$ cat config.mk
export PLATFORM = sky130hd
export DESIGN_NAME = fetch_unit
export DESIGN_NICKNAME = d
export VERILOG_FILES = /design/src/rtl/fetch_pkg.sv /design/src/rtl/fetch_fifo.sv /design/src/rtl/fetch_unit.sv
export SDC_FILE = /design/constraint.sdc
export NUM_CORES = 1
export LEC_CHECK = 0
export ABC_CLOCK_PERIOD_IN_PS = 5600
export CORE_UTILIZATION = 50
export CTS_BUF_LIST = sky130_fd_sc_hd__clkbuf_16
export CTS_CLUSTER_SIZE = 14
export DETAILED_ROUTE_END_ITERATION = 8
export PLACE_DENSITY = 0.87
export REMOVE_ABC_BUFFERS = 1
export SLEW_MARGIN = 20
export SYNTH_ARGS = -nofsm -noshare
export SYNTH_HDL_FRONTEND = slang
export SYNTH_SLANG_ARGS = --single-unit
$ cat constraint.sdc
create_clock -name clk_i -period 5.6 [get_ports clk_i]
set_input_delay 1.68 -clock clk_i [delete_from_list [all_inputs] [get_ports clk_i]]
set_output_delay 1.68 -clock clk_i [all_outputs]
set_load 0.02 [all_outputs]
$ cat src/rtl/fetch_pkg.sv
// Shared defaults and the queue entry type for the instruction fetch unit.
package fetch_pkg;

    localparam int IMEM_W_DEF = 14;
    localparam int W_DEF      = 32;
    localparam logic [IMEM_W_DEF-1:0] RESET_PC_DEF = 14'h0000;

    // Depth of the fetch/decode decoupling queue.
    localparam logic [1:0] FIFO_DEPTH = 2'd2;

    typedef struct packed {
        logic [IMEM_W_DEF-1:0] pc;
        logic [W_DEF-1:0]      inst;
    } fetch_entry_t;

    // True when a queue holding 'cnt' entries has room for one more.
    function automatic logic has_room(input logic [1:0] cnt);
        return (cnt < FIFO_DEPTH);
    endfunction

endpackage

$ cat src/rtl/fetch_fifo.sv
// Two-entry queue of fetched {pc, instruction} pairs with push, pop and flush.
// Push and pop in the same cycle keep the count and the order intact; flush
// wins over both and empties the queue. Storage itself is never reset.
module fetch_fifo
    import fetch_pkg::*;
#(
    parameter type entry_t = fetch_entry_t
) (
    input  logic       clk,
    input  logic       rst_n,
    input  logic       push,
    input  logic       pop,
    input  logic       flush,
    input  entry_t     wr_data,
    output entry_t     rd_data,
    output logic [1:0] count
);

    entry_t     mem_r [2];
    logic       rd_ptr_r;
    logic       wr_ptr_r;
    logic [1:0] count_r;

    // Pointer and occupancy bookkeeping; flush returns everything to empty.
    always_ff @(posedge clk or negedge rst_n) begin
        if (!rst_n) begin
            rd_ptr_r <= 1'b0;
            wr_ptr_r <= 1'b0;
            count_r  <= 2'd0;
        end else if (flush) begin
            rd_ptr_r <= 1'b0;
            wr_ptr_r <= 1'b0;
            count_r  <= 2'd0;
        end else begin
            if (push) begin
                wr_ptr_r <= ~wr_ptr_r;
            end else begin
                wr_ptr_r <= wr_ptr_r;
            end
            if (pop) begin
                rd_ptr_r <= ~rd_ptr_r;
            end else begin
                rd_ptr_r <= rd_ptr_r;
            end
            case ({push, pop})
                2'b10:   count_r <= count_r + 2'd1;
                2'b01:   count_r <= count_r - 2'd1;
                default: count_r <= count_r;
            endcase
        end
    end

    // Entry storage; when full with a simultaneous pop the write slot is the
    // one being vacated, so the overwrite is safe.
    always_ff @(posedge clk) begin
        if (push && !flush) begin
            mem_r[wr_ptr_r] <= wr_data;
        end
    end

    assign rd_data = mem_r[rd_ptr_r];
    assign count   = count_r;

endmodule

$ cat src/rtl/fetch_unit.sv
// Instruction fetch front end: a PC register addresses instruction memory and
// the returned word is queued with its address for the decode stage.
// A redirect flushes the queue and reloads the PC in the same edge.
module fetch_unit
    import fetch_pkg::*;
#(
    parameter int IMEM_W = IMEM_W_DEF,
    parameter int W      = W_DEF,
    parameter logic [IMEM_W-1:0] RESET_PC = IMEM_W'(RESET_PC_DEF)
) (
    input  logic              clk_i,
    input  logic              rst_ni,
    output logic [IMEM_W-1:0] imem_addr_o,
    input  logic [W-1:0]      imem_data_i,
    input  logic              redirect_i,
    input  logic [IMEM_W-1:0] redirect_pc_i,
    output logic [W-1:0]      inst_o,
    output logic [IMEM_W-1:0] pc_o,
    output logic              valid_o,
    input  logic              ready_i
);

    typedef struct packed {
        logic [IMEM_W-1:0] pc;
        logic [W-1:0]      inst;
    } entry_t;

    logic [IMEM_W-1:0] pc_r;
    logic [1:0]        count_s;
    logic              pop_s;
    logic              fetch_s;
    entry_t            wr_entry_s;
    entry_t            head_s;

    // Delivery and fetch decisions; a redirect suppresses both this cycle.
    always_comb begin
        valid_o = 1'b0;
        pop_s   = 1'b0;
        fetch_s = 1'b0;
        if (redirect_i) begin
            valid_o = 1'b0;
            pop_s   = 1'b0;
            fetch_s = 1'b0;
        end else begin
            valid_o = (count_s != 2'd0);
            pop_s   = valid_o && ready_i;
            fetch_s = has_room(count_s) || pop_s;
        end
    end

    // Program counter: redirect target (word aligned) beats sequential advance.
    always_ff @(posedge clk_i or negedge rst_ni) begin
        if (!rst_ni) begin
            pc_r <= RESET_PC;
        end else if (redirect_i) begin
            pc_r <= {redirect_pc_i[IMEM_W-1:2], 2'b00};
        end else if (fetch_s) begin
            pc_r <= pc_r + IMEM_W'(4);
        end else begin
            pc_r <= pc_r;
        end
    end

    assign wr_entry_s = '{pc: pc_r, inst: imem_data_i};

    fetch_fifo #(
        .entry_t (entry_t)
    ) u_fifo (
        .clk     (clk_i),
        .rst_n   (rst_ni),
        .push    (fetch_s),
        .pop     (pop_s),
        .flush   (redirect_i),
        .wr_data (wr_entry_s),
        .rd_data (head_s),
        .count   (count_s)
    );

    assign imem_addr_o = pc_r;
    assign inst_o      = head_s.inst;
    assign pc_o        = head_s.pc;

endmodule
==> flow_summary.ini <==
[run_status]
status = complete, no violations

[global_routing]
grt_use_met2_pct = 33.3
grt.total_usage_pct = 19.2
grt_pass1_wl_um = 12000
grt_max_degree = 46
use_met1_pct = 23.9
grt_pass1_vias = 2400
antenna_found_initial = 0
busiest_layer = met2
grtUsageMet3_pct = 3.40
overflow = 0

[synth]
ys_ff_latch = 104
synth_top_family_by_area = multiplexers
netlist_instances = 234
synth_area_um2 = 4040
synth_compound_area_share_pct = 2.29
synth_xor_area_share_pct = 2.17
avgSynthCellArea_um2 = 17.3
synthMuxAreaShare_pct = 12.5
yosys_warnings = 0
synth_enable_flop_cells = 88
synthSimpleGateAreaFrac_pct = 5.33
synth_fa_ha_area_share_pct = 0.310
synth_cell_types = 30
ys_seq_area_share_pct = 75.4
synthArstFlopShare_pct = 15.4
synth-main-ff-cell = edfxtp_1

[sta]
worst_pin_slew_ns = 1.03
fin_crit_sh_pct = 80.1
finalCriticalPeriod_ns = 4.49
tns_ns = 0
setup_viol = 0
rsz0062_at_grt = no
setup_ws_ns = 1.11
max_freq_mhz = 223
hold_ws_ns = 0.554
fin_skew_ns = 0.00586
drv_slew = 0
relSlewSlack_pct = 31.5
hold_viol = 0

[place]
numPortBuffers = 104
dp_hpwl_um = 5150
gp_congestion = 0.728
placed_area_um2 = 5180
dp_slack_ns = 1.11

[clock_network]
cts_hold_buf = 0
root_buffer = clkbuf_16
cts_tree = done
cts_buffer_depth = 2
post_cts_buffers = 0
clkSlewWorstSetupHoldPaths_ns = 0.07
cts_buffers = 9
ctsHtreeMaxLevel = 3
post_cts_resized = 0
clk_latency_ns = 0.34
cts.sinks = 104

[worst_setup_path]
r2r-start = u_fifo.count[1]$_DFFE_PN0P_
crit_type = in2out
rr_worst_depth = 4
cp-endpoint = valid_o
max_stage_delay_ns = 0.60
arrival_ns = 2.81
path_cells = clkdlybuf4s50_1 -> nor2_1 -> clkdlybuf4s50_1
worstSetupEndpointType = primary output
cpMaxStageDelayCell = clkdlybuf4s50_1
r2r_end = u_fifo.mem_r[0][17]$_DFFE_PP_
r2r_setup_slack_ns = 3.26
path_common_cell = clkdlybuf4s50_1
crit_path_start_kind = input pin
required_ns = 3.92
cp_max_fo = 2
startpoint = redirect_i

[route]
route.detailed.drc = 0
final_antenna_net_count = 0
dr.pass1.iters = 5
wirelength_um = 7670
wl_per_cell_um = 17.1
vias_per_cell = 5.13
dr_total_vias = 2299
first_iter_violations = 93

[power_and_ir_drop]
cellInternalPower_w = 0.00139
peakVddDrop_v = 0.000208
clkPwrFrac_pct = 32.2
p_comb_share_pct = 17.0
p_per_area_nw_per_um2 = 342
p_leak_nw = 1.92
switching_share_pct = 25.8
power_switching_w = 0.000484
seqPwrFrac_pct = 50.8

[final_layout]
antenna_cells = 0
final_cell_area_um2 = 5480
nNetsFinal = 392
layout-drive-gt1-share_pct = 19.9
fillCellCount = 521
syn_to_final_growth_pct = 35.6
fin_util_pct = 70.5

[floorplanning]
dieArea_um2 = 8440
rows = 32
ios = 111
initial_core_util_pct = 52.0
die_h_um = 91.9
core_area_um2 = 7770
die_x_um = 91.9

[min_path]
hold_depth = 0
hold_path.class = reg2reg

[job]
maxCapViolations = 0
## cell families after synthesis
kind of cell             count (synthesis)
XOR/XNOR                                10
buffers and inverters                   16
multiplexers                            45
other                                    1
adder cells (fa/ha/maj)                  1
AND/OR/NAND/NOR                         40
flip-flops                             104
AO/OA/AOI/OAI                           17
## stage by stage
step	total power (W)	instances
2_1_floorplan	0.00112	224
3_3_place_gp	0.00128	432
3_5_place_dp	0.00129	432
4_1_cts	0.00189	448
5_1_grt	0.00194	448
6_report	0.00187	448
## state kept, by name, indices dropped and copies added (netlist names)
| name | cells |
|---|---|
| u_fifo.mem_r | 88 |
| imem_addr_o | 12 |
| u_fifo.count | 2 |
| u_fifo.rd_ptr_r | 1 |
| u_fifo.wr_ptr_r | 1 |
## cells in the final DEF (no fill, tap or decap), drive strengths merged
cell and count:
and4 1, buf 2, and3 1, nand3 4, ha 1, a21oi 2, o21ai 11, mux2 44
or3 1, nand2b 1, o31ai 1, or4 2, clkdlybuf4s50 104, dfrtp 16, clkinv 2, nand4 5
clkbuf 9, o211ai 1, mux2i 1, xor2 8, and2 3, xnor2 2, a31oi 2, inv 8
nor2 9, edfxtp 88, conb 4, nand2 13
## worst max-delay path, delay by kind of cell
kind | cells | cell delay [ns]
AND/OR/NAND/NOR | 1 | 0.10
buffers and inverters | 2 | 1.02
## layer usage
metal  vias up  wire length [um]
met5         -                 0
met4         0                99
met3         8               387
met2        78              4030
met1      1123              3150
li1       1090                 -
## Yosys cell counts, types with 3 or more instances
library cell	number	share of area, %
edfxtp_1	88	65
xor2_1	8	1.7
nor2_1	9	0.84
nand2_1	13	1.2
clkbuf_1	3	0.28
nand4_1	4	0.62
o21ai_0	11	1.4
mux2_2	44	12
nand3_1	4	0.50
dfrtp_1	16	9.9
buf_4	4	0.74
inv_1	3	0.28
buf_1	4	0.37
## power groups by stage
stage / combinational (W) / clock [W] / sequential [W]
2_1_floorplan: 0.000149 / 0 / 0.000969
3_3_place_gp: 0.000313 / 0 / 0.000965
3_5_place_dp: 0.000320 / 0 / 0.000970
4_1_cts: 0.000322 / 0.000614 / 0.000953
5_1_grt: 0.000338 / 0.000643 / 0.000960
6_report: 0.000319 / 0.000604 / 0.000952
## layout make-up
type | count | area, um2 | share of cell area [%]
clock buffers | 9 | 225 | 4.11
clock inverters | 7 | 70.1 | 1.28
inverters | 3 | 11.3 | 0.206
multi-input cells | 117 | 941 | 17.2
flip-flops and latches | 104 | 3040 | 55.6
well taps | 102 | 128 | 2.33
repair buffers | 106 | 1060 | 19.3
## worst min path at each step
| stage | start | endpoint |
|---|---|---|
| after floorplan | u_fifo.count[0]$_DFFE_PN0P_ | u_fifo.count[0]$_DFFE_PN0P_ |
| after global placement | imem_addr_o[13]$_DFFE_PN0P_ | u_fifo.mem_r[1][45]$_DFFE_PP_ |
| after detailed placement | imem_addr_o[3]$_DFFE_PN0P_ | u_fifo.mem_r[1][35]$_DFFE_PP_ |
| after CTS | imem_addr_o[13]$_DFFE_PN0P_ | u_fifo.mem_r[0][45]$_DFFE_PP_ |
| after global routing | imem_addr_o[3]$_DFFE_PN0P_ | u_fifo.mem_r[0][35]$_DFFE_PP_ |
| final | imem_addr_o[12]$_DFFE_PN0P_ | u_fifo.mem_r[0][44]$_DFFE_PP_ |
No activity file was read; power rests on OpenSTA's default activity.
